**src/rtl/ttr_pkg.sv**
```systemverilog
// Shared types and phase codes for the TTR phase controller.
package ttr_pkg;

  typedef enum logic [2:0] {
    ST_IDLE = 3'd0,
    ST_PH0  = 3'd1,
    ST_PH1  = 3'd2,
    ST_PH2  = 3'd3,
    ST_VOTE = 3'd4
  } ttr_state_t;

  localparam logic [1:0] TTR_CTR_IDLE = 2'b11;
  localparam logic [1:0] TTR_PH0      = 2'd0;
  localparam logic [1:0] TTR_PH1      = 2'd1;
  localparam logic [1:0] TTR_PH2      = 2'd2;

endpackage

```
**src/rtl/ttr_voter.sv**
```systemverilog
// Combinational bitwise 2-of-3 voter with word-level disagreement flags.
module ttr_voter #(
  parameter int W = 8
) (
  input  logic [W-1:0] s0,
  input  logic [W-1:0] s1,
  input  logic [W-1:0] s2,
  output logic [W-1:0] maj,
  output logic         mismatch,
  output logic         fatal
);

  assign maj      = (s0 & s1) | (s1 & s2) | (s0 & s2);
  // s0==s1 and s1==s2 implies all equal, so two compares cover any disagreement.
  assign mismatch = (s0 != s1) | (s1 != s2);
  assign fatal    = (s0 != s1) & (s1 != s2) & (s0 != s2);

endmodule

```
**src/rtl/ttr_phase_ctrl.sv**
```systemverilog
// Phase sequencer for TTR chain cells: drives ctr through three windows, samples, votes.
// Optional saturating mismatch counter enabled by defining TTR_ERR_CNT_EN.
module ttr_phase_ctrl
  import ttr_pkg::*;
#(
  parameter int W      = 8,
  parameter int PH_LEN = 3,
  parameter int ERR_W  = 8
) (
  input  logic         clk,
  input  logic         rst,
  input  logic         start,
  input  logic [W-1:0] samp_in,
  output logic [1:0]   ctr,
  output logic         busy,
  output logic [W-1:0] vote_out,
  output logic         vote_valid,
  output logic         mismatch,
  output logic         fatal
`ifdef TTR_ERR_CNT_EN
  ,
  input  logic             err_clr,
  output logic [ERR_W-1:0] err_cnt
`endif
);

  localparam int CW = (PH_LEN > 1) ? $clog2(PH_LEN) : 1;
  localparam logic [CW-1:0] CNT_LAST = CW'(PH_LEN - 1);

  ttr_state_t    state_q, state_d;
  logic [CW-1:0] cnt_q, cnt_d;
  logic [W-1:0]  s0_q, s1_q, s2_q;
  logic          ph_last;
  logic          in_phase;
  logic [W-1:0]  maj_c;
  logic          mm_c, fat_c;

  // Handshake: start is sampled only while IDLE; vote_valid is a one-cycle
  // pulse with no back-pressure, and results hold until the next VOTE.
  always_comb begin
    state_d  = state_q;
    ctr      = TTR_CTR_IDLE;
    in_phase = 1'b0;
    ph_last  = (cnt_q == CNT_LAST);
    unique case (state_q)
      ST_IDLE: if (start) state_d = ST_PH0;
      ST_PH0: begin
        ctr      = TTR_PH0;
        in_phase = 1'b1;
        if (ph_last) state_d = ST_PH1;
      end
      ST_PH1: begin
        ctr      = TTR_PH1;
        in_phase = 1'b1;
        if (ph_last) state_d = ST_PH2;
      end
      ST_PH2: begin
        ctr      = TTR_PH2;
        in_phase = 1'b1;
        if (ph_last) state_d = ST_VOTE;
      end
      ST_VOTE: state_d = ST_IDLE;
      default: state_d = ST_IDLE;
    endcase
  end

  always_comb begin
    cnt_d = '0;
    if (in_phase && (state_d == state_q)) cnt_d = cnt_q + 1'b1;
  end

  assign busy = (state_q != ST_IDLE);

  ttr_voter #(.W(W)) u_voter (
    .s0       (s0_q),
    .s1       (s1_q),
    .s2       (s2_q),
    .maj      (maj_c),
    .mismatch (mm_c),
    .fatal    (fat_c)
  );

  always_ff @(posedge clk) begin
    if (rst) begin
      state_q    <= ST_IDLE;
      cnt_q      <= '0;
      s0_q       <= '0;
      s1_q       <= '0;
      s2_q       <= '0;
      vote_out   <= '0;
      vote_valid <= 1'b0;
      mismatch   <= 1'b0;
      fatal      <= 1'b0;
    end else begin
      state_q    <= state_d;
      cnt_q      <= cnt_d;
      vote_valid <= (state_q == ST_VOTE);
      if (ph_last && state_q == ST_PH0) s0_q <= samp_in;
      if (ph_last && state_q == ST_PH1) s1_q <= samp_in;
      if (ph_last && state_q == ST_PH2) s2_q <= samp_in;
      if (state_q == ST_VOTE) begin
        vote_out <= maj_c;
        mismatch <= mm_c;
        fatal    <= fat_c;
      end
    end
  end

`ifdef TTR_ERR_CNT_EN
  // Counts on the valid pulse itself so a same-cycle clear can win.
  always_ff @(posedge clk) begin
    if (rst || err_clr) begin
      err_cnt <= '0;
    end else if (vote_valid && mismatch && (err_cnt != {ERR_W{1'b1}})) begin
      err_cnt <= err_cnt + 1'b1;
    end
  end
`endif

endmodule
```
**config.mk**
```make
export PLATFORM = sky130hd
export DESIGN_NAME = ttr_phase_ctrl
export DESIGN_NICKNAME = d
export VERILOG_FILES = /design/src/rtl/ttr_pkg.sv /design/src/rtl/ttr_voter.sv /design/src/rtl/ttr_phase_ctrl.sv
export SDC_FILE = /design/constraint.sdc
export NUM_CORES = 1
export LEC_CHECK = 0
export BUFFER_PORTS_ARGS = -buffer_cell sky130_fd_sc_hd__buf_2
export CORE_UTILIZATION = 30
export DETAILED_ROUTE_END_ITERATION = 12
export PLACE_DENSITY = 0.53
export RECOVER_POWER = 100
export SLEW_MARGIN = 20
export SYNTH_ARGS = -nofsm -noshare
export SYNTH_HDL_FRONTEND = slang
export SYNTH_SLANG_ARGS = --single-unit
```
**constraint.sdc**
```tcl
create_clock -name clk -period 1.6 [get_ports clk]
set_input_delay 0.16 -clock clk [delete_from_list [all_inputs] [get_ports clk]]
set_output_delay 0.16 -clock clk [all_outputs]
set_load 0.01 [all_outputs]
```
==> flow_summary.yaml <==
die:
  start_util_pct: 31.5
  ioPinCount: 25
  die_h_um: 81.5
  core_area_mm2: 0.00603
  placementRows: 28
  die_w_um: 81.5
  die_area_mm2: 0.00664
worst_setup_path:
  worstPathArrival_ns: 1.70
  critPathCapture: "fatal$_SDFFE_PP0P_"
  critPathLaunch: "s1_q[1]$_SDFFE_PP0P_"
  reg2reg_depth: 4
  endpoint_kind: "flop"
  start_kind: "flop"
  cp_max_fo: 3
  crit_required_ns: 1.79
  path_class: "flop to flop"
  r2r_start: "s1_q[1]$_SDFFE_PP0P_"
  worstReg2RegEnd: "fatal$_SDFFE_PP0P_"
  r2r_setup_slack_ns: 0.09
flow_run:
  maxCapViolCount: 0
logic_synthesis:
  ys_seq_area_share_pct: 42.2
  yosys_register_bits: 40
  synth.area.top_cells: "dfxtp_1 (42%), ha_1 (16%), mux2i_1 (8.4%)"
  synth_cell_types: 31
  syn_area_mm2: 0.00190
  yosys_warnings: 0
  syn-num-nets: 229
  syn-instance-count: 193
  netlist.area_leader.share_pct: 42.2
  yosysTopAreaCell: "dfxtp_1"
  syn_avg_cell_area_um2: 9.83
route:
  drt-vias-per-instance: 4.74
  first_pass_iters: 4
  drtAntennaViolNets: 0
  drc: 0
  drt_iter0_drc: 44
  avgRoutedWirePerCell_um: 13.4
  wl_mm: 3.91
  vias: 1383
sta:
  timing.final.crit_share_pct: 94.4
  fmax_ghz: 0.662
  worst_pin_slew_ns: 0.441
  setup_viol_count_final: 0
  worst_slack_ns: 0.0889
  hold_violations: 0
  min_period_ns: 1.51
  maxSlewViolCount: 0
  relSlewSlack_pct: 70.3
  setup_tns_ns: 0
  rsz0062_at_grt: "no"
  skew_ns: 0.00728
clocking:
  clock_latency_ns: 0.29
  path_clk_slew_ns: 0.08
  clkSinkCount: 40
  h-tree-depth: 2
  cts_inserted_buffers: 5
  cts_tree: "done"
  clock_path_buffers: 2
  root_buffer: "clkbuf_8"
placed_design:
  portBuffers: 24
  dp_hpwl_mm: 2.92
  post-place-ws_ns: 0.0598
  gp_congestion: 0.769
  dp_cells: 284
global_routing:
  grt_max_degree: 29
  grt_pass1_vias: 1271
  grt_pass1_wl_mm: 6.47
  antenna_found_initial: 0
  grt_overflow: 0
  grt_usage_pct: 13.4
cells_and_area:
  final_cell_mix: "dfxtp_1 (40), nor2_1 (29), ha_1 (24)"
  multiInputGateArea_mm2: 0.00101
  drive_gt1_share_pct: 12.4
  stdcell_count: 292
  antennaDiodeCount: 0
  final_common_cell: "dfxtp_1"
  utilization_pct: 35.9
  area_delta_synth_final_pct: 14.2
  finalNetCount: 252
  seq_area_um2: 801
  fillers: 640
power_and_ir_drop:
  powerDensity_mw_per_mm2: 915
  vdd_drop_max_v: 0.000423
  power_mw: 1.98
  p_leak_nw: 0.927
run_status:
  status: "complete, no violations"
hold_path:
  hp-class: "primary input to flop"
  hold_depth: 3
cell usage after synthesis:
| cell type | instances |
|---|---|
| dfxtp_1 | 40 |
| nor2_1 | 29 |
| ha_1 | 25 |
| nand2_1 | 20 |
| mux2i_1 | 16 |
| a211oi_1 | 8 |
| a21oi_1 | 8 |
| nor3_1 | 8 |
| nor4_1 | 8 |
| clkbuf_1 | 4 |
| buf_6 | 3 |
| and4bb_2 | 2 |
| buf_2 | 2 |
| nand2b_1 | 2 |
| xor2_1 | 2 |
| a211oi_2 | 1 |
| a41o_1 | 1 |
| and4_1 | 1 |
| and4b_1 | 1 |
| buf_1 | 1 |
| buf_4 | 1 |
| buf_8 | 1 |
| inv_1 | 1 |
| mux2_2 | 1 |
| nand4b_1 | 1 |
| nor2b_1 | 1 |
| nor3b_1 | 1 |
| nor3b_2 | 1 |
| o21ai_0 | 1 |
| or2_2 | 1 |
| or3_1 | 1 |
layer usage:
metal | vias up | track usage (%) | share of wire, %
met5 | - | 0 | 0
met2 | 26 | 19.8 | 42
li1 | 729 | - | -
met1 | 621 | 17.7 | 50
met3 | 7 | 3.89 | 5.4
met4 | 0 | 6.43 | 2.1
what timing repair did:
item / 4_1_cts / 5_1_grt
resized for setup: 0 / 3
endpoints found under the setup margin: 0 / 16
buffers inserted: 0 / 0
hold endpoints to repair: 0 / 0
hold buffers: 0 / 0
sequential cells by signal, indices dropped and copies added (netlist names):
name,flops
mismatch,1
vote_out,8
s1_q,8
s2_q,8
s0_q,8
fatal,1
vote_valid,1
cnt_q,2
state_q,3
area by class of cell:
| type | count | area share (%) |
|---|---|---|
| Sequential cell | 40 | 37.0 |
| Inverter | 1 | 0.173 |
| Tap cell | 75 | 4.33 |
| Multi-Input combinational cell | 140 | 46.7 |
| Clock buffer | 7 | 4.45 |
| Clock inverter | 1 | 1.39 |
| Timing Repair Buffer | 28 | 5.95 |
kinds of logic (layout without fill, tap and decap cells):
group / after synthesis / after routing / share of synthesized area (%)
AOI/OAI and AO/OA: 19 / 19 / 6.73
xor gates and xnor gates: 2 / 2 / 0.924
adders and majority gates: 25 / 25 / 16.5
buffers and inverters: 13 / 37 / 4.68
DFF: 40 / 40 / 42.2
muxes: 17 / 17 / 9.04
and+or+nand+nor: 77 / 77 / 19.9
worst max-delay path: stages (launching register included):
cell and delay [ns]:
dfxtp_1 0.34, ha_1 0.30, nor4_1 0.44, nand2_1 0.10, a41o_1 0.23
metrics by stage:
step | hold WS, ns | area [µm²]
6_report | 0.115 | 2170
5_1_grt | 0.115 | 2170
4_1_cts | 0.109 | 2180
3_5_place_dp | 0.413 | 2060
3_3_place_gp | 0.415 | 2060
2_1_floorplan | 0.296 | 1900
where the power goes:
part           internal (mW)  total, mW  switching, mW
clock network          0.550      0.903          0.353
logic                 0.0274     0.0699         0.0426
registers               1.00       1.01        0.00788
how the worst min path moves through the flow:
| stage | endpoint | slack [ns] | start |
|---|---|---|---|
| after floorplan | s2_q[0]$_SDFFE_PP0P_ | 0.30 | samp_in[0] |
| after global placement | cnt_q[0]$_SDFF_PP0_ | 0.42 | cnt_q[0]$_SDFF_PP0_ |
| after detailed placement | cnt_q[0]$_SDFF_PP0_ | 0.41 | cnt_q[0]$_SDFF_PP0_ |
| after CTS | s2_q[6]$_SDFFE_PP0P_ | 0.11 | samp_in[6] |
| after global routing | s2_q[2]$_SDFFE_PP0P_ | 0.12 | samp_in[2] |
| final | s2_q[6]$_SDFFE_PP0P_ | 0.12 | samp_in[6] |
No activity file was read; power rests on OpenSTA's default activity.
